**src/rtl/stopwatch_pkg.sv**
```systemverilog
// stopwatch_pkg: shared state encoding and default timing constants for the stopwatch controller
package stopwatch_pkg;
    typedef enum logic [1:0] {IDLE = 2'd0, RUN = 2'd1, LAP = 2'd2, STOP = 2'd3} state_t;
    localparam int DEF_TICK_DIV = 1_000_000;
    localparam int DEF_DEBOUNCE_CYCLES = 250_000;
endpackage

```
**src/rtl/stopwatch_if.sv**
```systemverilog
// stopwatch_if: raw buttons in, counter/display controls out
interface stopwatch_if;
    import stopwatch_pkg::*;
    logic btn_start_stop;
    logic btn_lap;
    logic btn_reset;
    logic count_en;
    logic clear;
    logic hold;
    logic running;
    state_t state;
    modport master(output btn_start_stop, btn_lap, btn_reset, input count_en, clear, hold, running, state);
    modport slave(input btn_start_stop, btn_lap, btn_reset, output count_en, clear, hold, running, state);
endinterface

```
**src/rtl/button_debounce.sv**
```systemverilog
// button_debounce: synchronizes, debounces and rising-edge detects one raw push button
module button_debounce #(
    parameter int DEBOUNCE_CYCLES = stopwatch_pkg::DEF_DEBOUNCE_CYCLES
) (
    input  logic clk,
    input  logic reset,
    input  logic btn,
    output logic level,
    output logic press
);
    localparam int CW = $clog2(DEBOUNCE_CYCLES + 1);
    logic [1:0] sync;
    logic [CW-1:0] cnt;
    logic flip;
    // the level flips on the edge that takes the last of the required mismatching samples
    assign flip = (sync[1] != level) && (cnt == CW'(DEBOUNCE_CYCLES - 1));
    // sync chain, mismatch counter, stable level and registered press pulse
    always_ff @(posedge clk or negedge reset) begin
        if (!reset) begin
            sync  <= '0;
            cnt   <= '0;
            level <= 1'b0;
            press <= 1'b0;
        end else begin
            sync  <= {sync[0], btn};
            cnt   <= (sync[1] == level || flip) ? '0 : cnt + 1'b1;
            level <= flip ? sync[1] : level;
            press <= flip && sync[1];
        end
    end
endmodule

```
**src/rtl/stopwatch_ctrl.sv**
```systemverilog
// stopwatch_ctrl: button conditioning, run/stop/lap FSM and count-tick prescaler
module stopwatch_ctrl
    import stopwatch_pkg::*;
#(
    parameter int TICK_DIV        = DEF_TICK_DIV,
    parameter int DEBOUNCE_CYCLES = DEF_DEBOUNCE_CYCLES
) (
    input logic clk,
    input logic reset,
    stopwatch_if.slave sw
);
    localparam int PW = $clog2(TICK_DIV);
    logic p_ss, p_lap, p_rst;
    logic [2:0] lvl;
    state_t state_q, state_d;
    logic clear_d;
    logic [PW-1:0] presc;

    button_debounce #(.DEBOUNCE_CYCLES(DEBOUNCE_CYCLES)) u_ss (
        .clk(clk), .reset(reset), .btn(sw.btn_start_stop), .level(lvl[0]), .press(p_ss)
    );
    button_debounce #(.DEBOUNCE_CYCLES(DEBOUNCE_CYCLES)) u_lap (
        .clk(clk), .reset(reset), .btn(sw.btn_lap), .level(lvl[1]), .press(p_lap)
    );
    button_debounce #(.DEBOUNCE_CYCLES(DEBOUNCE_CYCLES)) u_rst (
        .clk(clk), .reset(reset), .btn(sw.btn_reset), .level(lvl[2]), .press(p_rst)
    );

    assign sw.state    = state_q;
    assign sw.hold     = state_q == LAP;
    assign sw.running  = state_q == RUN || state_q == LAP;
    assign sw.count_en = sw.running && presc == PW'(TICK_DIV - 1);

    // next state with reset > start/stop > lap priority; reset only acts when stopped
    always_comb begin
        state_d = state_q;
        clear_d = 1'b0;
        case (state_q)
            IDLE: begin
                clear_d = p_rst;
                state_d = (!p_rst && p_ss) ? RUN : IDLE;
            end
            RUN:  state_d = p_ss ? STOP : p_lap ? LAP : RUN;
            LAP:  state_d = p_ss ? STOP : p_lap ? RUN : LAP;
            STOP: begin
                clear_d = p_rst;
                state_d = p_rst ? IDLE : p_ss ? RUN : STOP;
            end
            default: state_d = IDLE;
        endcase
    end

    // state register; clear sits high through reset so the datapath zeroes meanwhile
    always_ff @(posedge clk or negedge reset) begin
        if (!reset) begin
            state_q  <= IDLE;
            sw.clear <= 1'b1;
        end else begin
            state_q  <= state_d;
            sw.clear <= clear_d;
        end
    end

    // prescaler advances while running, holds in STOP to keep the partial tick
    always_ff @(posedge clk or negedge reset) begin
        if (!reset) presc <= '0;
        else if (sw.clear || state_q == IDLE) presc <= '0;
        else if (sw.running) presc <= (presc == PW'(TICK_DIV - 1)) ? '0 : presc + 1'b1;
    end
endmodule

```
**src/flat_wrapper.sv**
```systemverilog
// flat-port wrapper written by rule: the top's interface ports become plain ports
module stopwatch_ctrl_flat import stopwatch_pkg::*;
#(
    parameter int TICK_DIV        = DEF_TICK_DIV,
    parameter int DEBOUNCE_CYCLES = DEF_DEBOUNCE_CYCLES
)
  (clk, reset, sw_btn_start_stop, sw_btn_lap, sw_btn_reset, sw_count_en, sw_clear, sw_hold, sw_running, sw_state);
  stopwatch_if sw_i ();
  input logic clk;
  input logic reset;
  input wire logic [$bits(sw_i.btn_start_stop)-1:0] sw_btn_start_stop;
  input wire logic [$bits(sw_i.btn_lap)-1:0] sw_btn_lap;
  input wire logic [$bits(sw_i.btn_reset)-1:0] sw_btn_reset;
  output wire logic [$bits(sw_i.count_en)-1:0] sw_count_en;
  output wire logic [$bits(sw_i.clear)-1:0] sw_clear;
  output wire logic [$bits(sw_i.hold)-1:0] sw_hold;
  output wire logic [$bits(sw_i.running)-1:0] sw_running;
  output wire logic [$bits(sw_i.state)-1:0] sw_state;
  assign sw_i.btn_start_stop = sw_btn_start_stop;
  assign sw_i.btn_lap = sw_btn_lap;
  assign sw_i.btn_reset = sw_btn_reset;
  assign sw_count_en = sw_i.count_en;
  assign sw_clear = sw_i.clear;
  assign sw_hold = sw_i.hold;
  assign sw_running = sw_i.running;
  assign sw_state = sw_i.state;
  stopwatch_ctrl #(.TICK_DIV(TICK_DIV), .DEBOUNCE_CYCLES(DEBOUNCE_CYCLES)) u_core (.clk(clk), .reset(reset), .sw(sw_i));
endmodule
```
**config.mk**
```make
export PLATFORM = sky130hd
export DESIGN_NAME = stopwatch_ctrl_flat
export DESIGN_NICKNAME = d
export VERILOG_FILES = /design/src/rtl/stopwatch_pkg.sv /design/src/rtl/stopwatch_if.sv /design/src/rtl/button_debounce.sv /design/src/rtl/stopwatch_ctrl.sv /design/src/flat_wrapper.sv
export SDC_FILE = /design/constraint.sdc
export NUM_CORES = 1
export LEC_CHECK = 0
export BUFFER_PORTS_ARGS = -buffer_cell sky130_fd_sc_hd__buf_4
export CELL_PAD_IN_SITES_DETAIL_PLACEMENT = 2
export CELL_PAD_IN_SITES_GLOBAL_PLACEMENT = 2
export CORE_AREA = 4 4 103 105
export DETAILED_ROUTE_END_ITERATION = 8
export DIE_AREA = 0 0 107 109
export PLACE_DENSITY = 0.81
export SETUP_SLACK_MARGIN = 0.3
export SLEW_MARGIN = 20
export SYNTH_ARGS = -nofsm -noshare
export SYNTH_HDL_FRONTEND = slang
export SYNTH_SLANG_ARGS = --single-unit
```
**constraint.sdc**
```tcl
create_clock -name clk -period 4.8 [get_ports clk]
set_clock_uncertainty 0.05 [all_clocks]
set_input_delay 0.96 -clock clk [delete_from_list [all_inputs] [get_ports clk]]
set_output_delay 0.96 -clock clk [all_outputs]
set_load 0.02 [all_outputs]
```
; ---- Yosys cells after proc, flatten, opt, wreduce, memory -nomap -nowiden
; Cells that the tools add are included.
; W data, S select, Z words.
[classes]
n_mux = 15
multipliers = 0
bitwise_logic = 0
shifts = 0
n_lt_le_gt_ge = 0
add_sub_neg = 4
eq_ne = 13
n_reduce_logical = 17
n_div = 0
[op_table]
columns = cell, n
row1 = $mux W20, 3
row2 = $add A18 B1 Y18 const B, 3
row3 = $eq A18 B18 Y1 const B, 3
row4 = $mux W18, 3
row5 = $add A20 B1 Y20 const B, 1
row6 = $eq A20 B20 Y1 const B, 1
row7 = $mux W2, 6
row8 = $logic_and A1 B1 Y1, 8
row9 = $pmux W2 S4, 1
row10 = $logic_or A1 B1 Y1, 5
row11 = $eq A2 B2 Y1 const B, 2
row12 = $eq A1 B1 Y1, 3
row13 = $ne A1 B1 Y1, 3
row14 = $eq A2 B1 Y1 const B, 1
row15 = $logic_not A2 Y1, 1
row16 = $mux W1, 2
row17 = $reduce_bool A2 Y1, 1
row18 = $reduce_or A2 Y1, 1
row19 = $logic_not A1 Y1, 1
[totals]
latch_bits = 0
register_bits = 89
romBits = 0
mem_count = 0
mem_bits_rw = 0
out_inout_bits = 6

; ---- Longest topological paths before layout
; Gate-level depths: netlist of the first run.
[logic_depth]
word_depth = 4
mapped_depth = 8

; ---- Hierarchy
; From an unflattened synthesis of the first run, not the netlist that was laid out.
[unflattened]
cells_unflattened = 423
hier_area_um2 = 4381.7
[modules_own_cells]
columns = module, instances, area_per_inst_um2, cells_per_inst
row1 = button_debounce, 3, 1023.5, 97
row2 = stopwatch_ctrl, 1, 1311.3, 132

; ---- Worst setup path before layout of the first run
; No wires, ideal clock.
[synth_path]
kind = flip-flop to output port
start = register u_core.state_q[0] (netlist: u_core.sw.state[0])
end = output port sw_count_en
t_required_ns = 3.790
t_arrival_ns = 1.647
path_stages_with_launch = 5
slack_ns = 2.143
n_path_buf = 0
path_cell_list = dfrtp_1 inv_1 ha_1 inv_1 nor4_2
[synth_between]
elab_chain_len = 3
word_cells_on_any_way = 4
[synth_rtl]
columns = element, line
row1 = "start, declared", stopwatch_ctrl.sv:15  ; state_t state_q, state_d;
row2 = "start signal, assigned", stopwatch_ctrl.sv:59  ; state_q <= state_d;
row3 = $eq A2 B1 Y1 / $eq A2 B2 Y1 (equally long branches), stopwatch_ctrl.sv:31  ; assign sw.running = state_q == RUN || state_q == LAP;
row4 = $logic_or A1 B1 Y1 *, stopwatch_ctrl.sv:31
row5 = net sw_running, flat_wrapper.sv:17  ; output wire logic [$bits(sw_i.running)-1:0] sw_running;
row6 = $logic_and A1 B1 Y1 *, stopwatch_ctrl.sv:32  ; assign sw.count_en = sw.running && presc == PW'(TICK_DIV - 1);
row7 = "end, declared", flat_wrapper.sv:14  ; output wire logic [$bits(sw_i.count_en)-1:0] sw_count_en;
; Mark *: on every way through the listed nets, which the timed path passes. The rest lies on a longest branch.

; ---- Worst setup path after layout of the first run
[layout_path]
start = register u_core.presc[11]
end = output port sw_count_en
[layout_between]
elab_chain_len = 2
[layout_rtl]
columns = element, line
row1 = "start, declared", stopwatch_ctrl.sv:17  ; logic [PW-1:0] presc;
row2 = "start signal, assigned", stopwatch_ctrl.sv:68  ; else if (sw.running) presc <= (presc == PW'(TICK_DIV - 1)) ? '0 : presc + 1'b1;
row3 = $eq A20 B20 Y1, stopwatch_ctrl.sv:32
row4 = $logic_and A1 B1 Y1, stopwatch_ctrl.sv:32
; Every way passes these cells.

==> flow_metrics.py, run 1 <==
metrics = {
    "final_layout": {
        "fillers": 1059,
        "drive_gt1_share_pct": 9.259,
        "multi_input_area_um2": 1932,
        "final_util_pct": 47.92,
        "antenna_cells": 0,
        "area_growth_pct": 9.653,
        "final-seq-area_um2": 2228,
        "final_cell_mix": "88 x dfrtp_1, 80 x nor2_1, 48 x xor2_1",
        "final_common_cell": "dfrtp_1",
        "nNetsFinal": 440,
        "fin_cells": 565,
    },
    "yosys": {
        "syn_nets": 423,
        "ys_types": 41,
        "yosysWarnings": 0,
        "ys_async_sr_fraction_pct": 100.0,
        "synth-seq-cells": 89,
        "synth_edf_count": 0,
        "synth-main-ff-cell": "dfrtp_1",
        "synth_area_um2": 4213,
        "syn_area_per_cell_um2": 10.28,
        "synth_top_area_share_pct": 52.27,
        "syn_inst": 410,
        "yosysSeqAreaShare_pct": 52.90,
        "synth_area_leader_cell": "dfrtp_1",
        "synthTopCellsByArea": "dfrtp_1 52%, xor2_1 10%, nor2_1 7.1%",
    },
    "power": {
        "sequentialPowerShare_pct": 58.9,
        "switching_share_pct": 24.90,
        "switchingPower_mw": 0.3239,
        "power_frac_clock_pct": 38.4,
        "leakagePower_nw": 2.003,
        "ir_drop_mv": 0.1774,
        "power_mw": 1.301,
        "comb_power_share_pct": 2.8,
        "p_int_mw": 0.9768,
        "power_density_nw_per_um2": 281.6,
    },
    "grt": {
        "grt_max_degree": 56,
        "antenna_found_initial": 0,
        "grtUsageTotal_pct": 18.87,
        "global_route.usage.met3_pct": 4.144,
        "met1_usage_pct": 23.20,
        "grt_overflow": 0,
        "grtUsageMet2_pct": 33.36,
        "grt_pass1_wl_um": 17330,
        "busiest_layer": "met2",
        "grt_pass1_vias": 3434,
    },
    "routing": {
        "num_vias": 3037,
        "vias_per_cell": 5.375,
        "drt-wirelength-per-cell_um": 17.30,
        "wl_um": 9776,
        "drt_iter0_markers": 111,
        "ant_nets": 0,
        "drc": 0,
        "dr.pass1.iters": 4,
    },
    "clock_network": {
        "path_clk_slew_ps": 90,
        "hold_buffers": 0,
        "clock-sinks": 89,
        "clk_latency_ps": 370,
        "ctsLongestPathBuffers": 2,
        "cts_resized": 0,
        "htree_num_levels": 3,
        "cts_made_buffers": 9,
        "clockRootBuffer": "clkbuf_8",
        "cts_setup_buffers": 0,
        "cts_tree": "done",
    },
    "timing": {
        "timing.fmax_mhz": 343.1,
        "setup_viol": 0,
        "fin_crit_sh_pct": 60.72,
        "tightest_slew_ps": 871.3,
        "fin_tns_setup_ps": 0,
        "hold_viol": 0,
        "slew-limit-headroom_pct": 41.47,
        "finalCriticalPeriod_ps": 2915,
        "maxSlewViolCount": 0,
        "rsz0062_at_grt": "no",
    },
    "critical_path": {
        "cp_cell_sequence": "nor4_1 > nand4b_1 > nor4_2 > buf_4",
        "critPathBufInv": 1,
        "crit_path_top_delay_cell": "dfrtp_1",
        "cp_top_family": "simple AND/OR/NAND/NOR gates",
        "required_ps": 3790,
        "end_kind": "output pin",
        "cp_max_fo": 4,
        "critPathArrivalTime_ps": 1900,
        "slowest_delay_ps": 430,
        "cp-start-kind": "register",
        "path_class": "register to output pin",
    },
    "floorplan": {
        "die_w_um": 107,
        "die_height_um": 109,
        "start_util_pct": 43.70,
        "io_pins": 11,
        "core-area_um2": 9639,
        "die_area_um2": 11660,
        "row_count": 36,
    },
    "placement": {
        "hpwlAfterDp_um": 7032,
        "gp_congestion": 0.7550,
        "dpl.cell_count": 549,
        "numPortBuffers": 10,
    },
    "worst_hold_path": {
        "hold_path.class": "register to register",
    },
    "job": {
        "cap_violations": 0,
    },
    "run_status": {
        "status": "finished clean",
    },
}
[power groups by stage]
| stage | combinational [mW] | sequential (mW) | clock, mW |
|---|---|---|---|
| floorplan | 0.0147 | 0.778 | 0 |
| global placement | 0.0369 | 0.779 | 0 |
| detailed placement | 0.0384 | 0.780 | 0 |
| CTS | 0.0384 | 0.766 | 0.519 |
| global route | 0.0433 | 0.767 | 0.553 |
| finish | 0.0359 | 0.765 | 0.499 |
[flip-flops by register name (all words and copies together) (netlist names)]
name	count
u_core.presc	20
u_core.sw.clear	1
u_core.sw.state	2
u_core.u_lap.cnt	18
u_core.u_lap.level	1
u_core.u_lap.press	1
u_core.u_lap.sync	2
u_core.u_rst.cnt	18
u_core.u_rst.level	1
u_core.u_rst.press	1
u_core.u_rst.sync	2
u_core.u_ss.cnt	18
u_core.u_ss.level	1
u_core.u_ss.press	1
u_core.u_ss.sync	2
[kinds of logic after synthesis]
family                   count (synthesis)  share of synthesized area, %
AND/OR/NAND/NOR                        221                         27.03
flip-flops                              89                         52.90
XOR/XNOR                                66                         13.72
AO/OA/AOI/OAI                           12                         1.931
buffers and inverters                   11                         1.247
adder cells (fa/ha/maj)                  8                         2.376
multiplexers                             3                        0.8018
[layout make-up]
cell class,count,area share (%)
clock buffers,10,2.979
repair buffers,11,1.788
multi-input cells,310,41.82
flip-flops and latches,89,48.24
well taps,133,3.602
inverters,6,0.4875
clock inverters,6,1.083
[Yosys cell counts, types with 2 or more instances]
library cell	number
ha_1	8
inv_1	6
dfrtp_1	88
nor2b_1	5
a21oi_1	3
nor4_1	7
nand2_1	35
nand3_1	26
and4_1	8
and3_1	14
xor2_1	48
buf_2	3
nand2b_1	3
xnor2_1	18
o21ai_0	3
nor2_1	80
nand4b_1	2
nand4_1	13
nor3b_1	4
or3_1	3
mux2_2	3
nor3_1	7
nand3b_1	3
nor4b_1	2
nor4bb_1	2
[path summary, 6_finish.rpt]
check | start | to | slack, ps | cells past startpoint
setup / recovery | u_core.presc[11] | sw_count_en | 1890 | 4
hold / removal | u_core.u_rst.sync[0] | u_core.u_rst.sync[1] | 310 | 0
setup reg to reg | u_core.sw.state[0] | u_core.presc[7] | 2270 | 7
min in group asynchronous | reset | u_core.presc[0] | 580 | 1
max in group asynchronous | reset | u_core.u_lap.cnt[17] | 3160 | 2
hold reg to reg | u_core.u_rst.sync[0] | u_core.u_rst.sync[1] | 310 | 0
[layer usage]
metal  wire length (µm)  share of wire, %
met2               5063                52
met1               4329                44
met4                145               1.5
met5                  0                 0
met3                238               2.4
[per-stage QoR]
step	area, µm²	setup slack, ps	hold WS (ps)
3_5_place_dp	4432	2248	291.8
6_report	4619	1885	308.9
3_3_place_gp	4432	2344	282.6
4_1_cts	4619	1824	313.5
2_1_floorplan	4213	2143	281.2
5_1_grt	4619	1728	328.6
Power figures use the tool's default switching activity.
==> run 2, diff against run 1 <==
Settings changed: ABC_AREA set to 1, CORE_AREA 4 4 103 105 to 4 4 118 120, DIE_AREA 0 0 107 109 to 0 0 122 124, PLACE_DENSITY 0.81 to 0.76.
Clock period 4.8 ns to 2.7 ns, I/O delays scaled along.
==> flow_metrics.py, run 2 <==
metrics = {
    "placement": {
        "hpwlAfterDp_um": 9824,
        "numPortBuffers": 10,
        "gp_congestion": 0.8284,
    },
    "job": {
        "cap_violations": 0,
    },
    "power": {
        "switching_share_pct": 21.21,
        "comb_power_share_pct": 2.6,
        "ir_drop_mv": 0.3844,
        "switchingPower_mw": 0.5918,
        "power_frac_clock_pct": 48.6,
        "power_mw": 2.790,
        "leakagePower_nw": 2.189,
        "p_int_mw": 2.198,
        "power_density_nw_per_um2": 515.3,
        "sequentialPowerShare_pct": 48.8,
    },
    "routing": {
        "wl_um": 13590,
        "ant_nets": 0,
        "num_vias": 4068,
        "highest_layer": "met4",
        "drt-wirelength-per-cell_um": 16.79,
        "met1Wirelength_um": 5994,
        "vias_per_cell": 5.028,
        "met2_length_um": 7035,
        "drt_iter0_markers": 152,
        "drc": 0,
        "dr.pass1.iters": 4,
        "met3_wirelength_um": 354,
    },
    "grt": {
        "grtUsageTotal_pct": 19.18,
        "grt_pass1_vias": 4460,
        "grt_overflow": 0,
        "antenna_found_initial": 0,
        "grt_max_degree": 48,
        "grt_pass1_wl_um": 22570,
    },
    "critical_path": {
        "r2r_start": "u_core.sw.state[0]",
        "cp-start-kind": "register",
        "end_kind": "output pin",
        "crit_path_top_delay_cell": "dfrtp_1",
        "startpoint": "u_core.sw.state[0]",
        "cp_cell_sequence": "inv_1 > ha_2 > nand4_1 > inv_1 > buf_4",
        "cp_max_fo": 6,
        "critPathArrivalTime_ps": 1700,
        "required_ps": 2110,
        "path_common_cell": "inv_1",
        "path_class": "register to output pin",
        "slowest_delay_ps": 410,
    },
    "yosys": {
        "syn_area_per_cell_um2": 7.903,
        "synth-main-ff-cell": "dfrtp_1",
        "ys_types": 27,
        "synth.most_common_cell": "nor2_1",
        "synth-seq-cells": 89,
        "synthTopCellsByArea": "dfrtp_1 46%, nor2_1 10%, nand2_1 7.8%",
        "synth_top_area_share_pct": 46.13,
        "synth_edf_count": 0,
        "syn_nets": 617,
        "yosysSeqAreaShare_pct": 46.68,
        "synth_area_leader_cell": "dfrtp_1",
        "syn_inst": 604,
        "ys_async_sr_fraction_pct": 100.0,
        "yosys-top-cells-count": "133 x nor2_1, 99 x nand2_1, 88 x dfrtp_1",
        "yosysWarnings": 0,
        "synth_area_um2": 4773,
    },
    "final_layout": {
        "fillers": 1532,
        "largest-register": "u_core.presc",
        "nNetsFinal": 642,
        "antenna_cells": 0,
        "final_util_pct": 41.71,
        "area_growth_pct": 13.42,
        "drive_gt1_share_pct": 9.479,
        "final_cell_mix": "133 x nor2_1, 99 x nand2_1, 88 x dfrtp_1",
        "final-seq-area_um2": 2228,
        "final_common_cell": "nor2_1",
        "multi_input_area_um2": 2228,
        "largest_reg_flops": 20,
    },
    "timing": {
        "setup_viol": 0,
        "hold_viol": 0,
        "holdWs_ps": 139.4,
        "maxSlewViolCount": 0,
        "fin_tns_setup_ps": 0,
        "finalCriticalPeriod_ps": 2291,
        "tightest_slew_ps": 613.8,
        "fin_crit_sh_pct": 84.85,
        "slew-limit-headroom_pct": 59.08,
        "timing.fmax_mhz": 436.5,
        "rsz0062_at_grt": "no",
    },
    "floorplan": {
        "die_area_um2": 15130,
        "die_height_um": 124,
        "core-area_um2": 12980,
        "row_count": 42,
        "io_pins": 11,
        "start_util_pct": 36.77,
        "die_w_um": 122,
    },
    "clock_network": {
        "htree_num_levels": 3,
        "cts_made_buffers": 9,
        "ctsLongestPathBuffers": 2,
        "hold_buffers": 0,
        "clk_latency_ps": 350,
        "path_clk_slew_ps": 70,
        "clockRootBuffer": "clkbuf_16",
        "clock-sinks": 89,
        "cts_tree": "done",
    },
    "worst_hold_path": {
        "hold_path.class": "primary input to asynchronous set/reset pin",
    },
    "run_status": {
        "status": "finished clean",
    },
}
[run 2: stage by stage]
stage | std cells | setup WS, ps | area, µm²
2_1_floorplan | 604 | 743.3 | 4773
3_3_place_gp | 787 | 792.4 | 5047
3_5_place_dp | 787 | 712.4 | 5047
4_1_cts | 802 | 340.8 | 5359
5_1_grt | 809 | 296.0 | 5414
6_report | 809 | 409.1 | 5414
[run 2: repair_timing]
item	in CTS	in global routing
setup buffers	0	7
endpoints found under the hold margin	0	0
endpoints found under the setup margin	0	1
resized for setup	0	1
[run 2: cells by family (layout without fill, tap and decap cells)]
logic type / count (synthesis) / count (layout) / synth area share, %
xor+xnor: 38 / 38 / 6.972
simple gates: 365 / 365 / 34.68
compound gates: 26 / 26 / 2.884
flops: 89 / 89 / 46.68
fa+ha+maj: 8 / 8 / 2.097
buf+inv: 78 / 107 / 6.684
[run 2: final cells by class]
cell class / instances / area share, %
Sequential cell: 89 / 41.16
Multi-Input combinational cell: 437 / 41.16
Inverter: 74 / 5.131
Clock buffer: 12 / 4.553
Tap cell: 176 / 4.067
Timing Repair Buffer: 18 / 2.727
Clock inverter: 3 / 1.202
[run 2: per-layer routing]
layer | vias up | global-route usage (%)
met1 | 2041 | 23.69
li1 | 1970 | -
met4 | 0 | 5.042
met5 | - | 0
met3 | 17 | 3.724
met2 | 40 | 34.39
[run 2: path summary, 6_finish.rpt]
kind	end	slack [ps]	cells past startpoint
min	u_core.presc[19]	140	1
max in group asynchronous	u_core.u_rst.cnt[3]	1750	2
min in group clk	u_core.u_lap.sync[0]	250	1
min reg2reg	u_core.u_ss.sync[1]	300	0
max	sw_count_en	410	5
max reg2reg	u_core.presc[6]	690	7
[run 2: worst max-delay path, delay by kind of cell, from the launching register on]
kind                     cells  cell delay (ps)
adder cells (fa/ha/maj)      1              410
buffers and inverters        3              340
flip-flops                   1              410
AND/OR/NAND/NOR              1              200
[run 2: power by group through the flow]
| stage | Combinational, mW | Clock (mW) | Sequential [mW] |
|---|---|---|---|
| 2_1_floorplan | 0.0336 | 0 | 1.38 |
| 3_3_place_gp | 0.0732 | 0 | 1.38 |
| 3_5_place_dp | 0.0769 | 0 | 1.39 |
| 4_1_cts | 0.0775 | 1.40 | 1.36 |
| 5_1_grt | 0.0859 | 1.47 | 1.36 |
| 6_report | 0.0723 | 1.36 | 1.36 |
==> run 3, diff against run 2 <==
Clock period 2.7 ns to 2.35 ns, I/O delays scaled along.
==> flow_metrics.py, run 3 (synthesis gave the netlist of run 2 again) <==
metrics = {
    "critical_path": {
        "path_class": "register to output pin",
        "required_ps": 1830,
        "r2r_cells": 7,
        "end_kind": "output pin",
        "cp-start-kind": "register",
        "critPathArrivalTime_ps": 1580,
        "cp_max_fo": 3,
        "r2r_start": "u_core.sw.state[0]",
        "r2r_end": "u_core.presc[6]",
        "r2r_setup_slack_ps": 560,
    },
    "worst_hold_path": {
        "hold_start": "sw_btn_reset",
        "hold_path.class": "primary input to register",
        "hold_end": "u_core.u_rst.sync[0]",
        "whs_path_depth": 1,
    },
    "final_layout": {
        "largest-register": "u_core.presc",
        "antenna_cells": 0,
        "final-seq-area_um2": 2233,
        "final_cell_mix": "129 x nor2_1, 98 x nand2_1, 84 x dfrtp_1",
        "fillers": 1513,
        "drive_gt1_share_pct": 13.31,
        "nNetsFinal": 654,
        "multi_input_area_um2": 2258,
        "final_util_pct": 42.54,
        "final_common_cell": "nor2_1",
        "area_growth_pct": 15.68,
        "largest_reg_flops": 20,
    },
    "timing": {
        "tightest_slew_ps": 587.9,
        "setup_viol": 0,
        "hold_viol": 0,
        "slew-limit-headroom_pct": 60.51,
        "rsz0062_at_grt": "yes",
        "finalCriticalPeriod_ps": 2103,
        "maxSlewViolCount": 0,
        "timing.fmax_mhz": 475.5,
        "fin_tns_setup_ps": 0,
        "fin_crit_sh_pct": 89.48,
    },
    "routing": {
        "ant_nets": 0,
        "num_vias": 4157,
        "wl_um": 14380,
        "vias_per_cell": 5.057,
        "dr.pass1.iters": 4,
        "drt_iter0_markers": 129,
        "drc": 0,
        "drt-wirelength-per-cell_um": 17.50,
    },
    "floorplan": {
        "die_w_um": 122,
        "io_pins": 11,
        "die_height_um": 124,
        "core-area_um2": 12980,
        "die_area_um2": 15130,
        "row_count": 42,
        "start_util_pct": 36.77,
    },
    "clock_network": {
        "clk_latency_ps": 350,
        "clockRootBuffer": "clkbuf_16",
        "cts_made_buffers": 9,
        "clock-sinks": 89,
        "ctsLongestPathBuffers": 2,
        "htree_num_levels": 3,
        "path_clk_slew_ps": 80,
        "cts_tree": "done",
    },
    "power": {
        "leakagePower_nw": 2.237,
        "ir_drop_mv": 0.2971,
        "power_density_nw_per_um2": 558.6,
    },
    "placement": {
        "gp_congestion": 0.7767,
        "numPortBuffers": 10,
        "hpwlAfterDp_um": 10080,
    },
    "job": {
        "cap_violations": 0,
    },
    "grt": {
        "grt_overflow": 0,
        "antenna_found_initial": 0,
        "grt_pass1_wl_um": 24020,
        "grt_pass1_vias": 4822,
        "grt_max_degree": 49,
        "grtUsageTotal_pct": 20.35,
    },
    "run_status": {
        "status": "finished clean",
    },
}
-- run 3: cell types whose count changed in the layout (fill, tap and decap cells not counted), moves of 2 or more --
cell	delta
clkinv_4	+2
dfrtp_1	-4
bufinv_16	-2
nor2_2	+4
inv_6	+3
clkbuf_1	-2
buf_4	+10
dfrtp_2	+4
nor2_1	-4
-- run 3: cell type report --
cell class,count,share of cell area [%]
inverters,74,5.031
flip-flops and latches,89,40.45
multi-input cells,437,40.90
clock inverters,7,1.133
repair buffers,30,4.419
clock buffers,9,4.079
well taps,176,3.988
-- run 3: per-stage QoR --
step	hold slack [ps]	power, mW	setup WS, ps	cell area (µm²)	instances
after floorplan	124.4	1.626	444.2	4773	604
after global placement	288.0	1.677	481.5	5055	788
after detailed placement	296.3	1.684	394.6	5055	788
after CTS	161.2	3.143	300.9	5483	818
after global routing	163.6	3.222	161.2	5522	822
final	174.9	3.084	247.2	5522	822
-- run 3: power by group --
group	leakage (nW)	switching, mW	internal, mW
sequential	1.21	0.0141	1.55
clock	0.139	0.694	0.741
combinational	0.886	0.0640	0.0239
-- run 3: how the worst max path moves through the flow --
stage	to	from	slack (ps)	depth (start not counted)
global placement	u_core.presc[6]	u_core.sw.state[0]	480	7
global route	sw_count_en	u_core.presc[13]	160	6
floorplan	u_core.presc[9]	u_core.sw.state[0]	440	8
CTS	sw_count_en	u_core.presc[1]	300	6
finish	sw_count_en	u_core.presc[13]	250	6
detailed placement	u_core.presc[6]	u_core.sw.state[0]	390	7
-- run 3: critical path: stages, from the launching register on --
cell and delay [ps]:
dfrtp_2 430, nor2_2 100, nand3_2 80, nor2_2 160, nand4_1 200, inv_1 120, buf_6 120
-- run 3: what timing repair did --
action,in CTS,in global routing
endpoints found under the setup margin,1,1
hold endpoints to repair,21,0
setup buffers,13,4
gates resized for setup,11,4
pin swaps,5,4
hold buffers,1,0
-- run 3: per-layer routing --
| layer | wire [µm] | track usage (%) | share of wire, % |
|---|---|---|---|
| met1 | 6378 | 24.72 | 44 |
| met2 | 7547 | 36.77 | 52 |
| met3 | 217 | 2.997 | 1.5 |
| met4 | 239 | 7.213 | 1.7 |
| met5 | 0 | 0 | 0 |
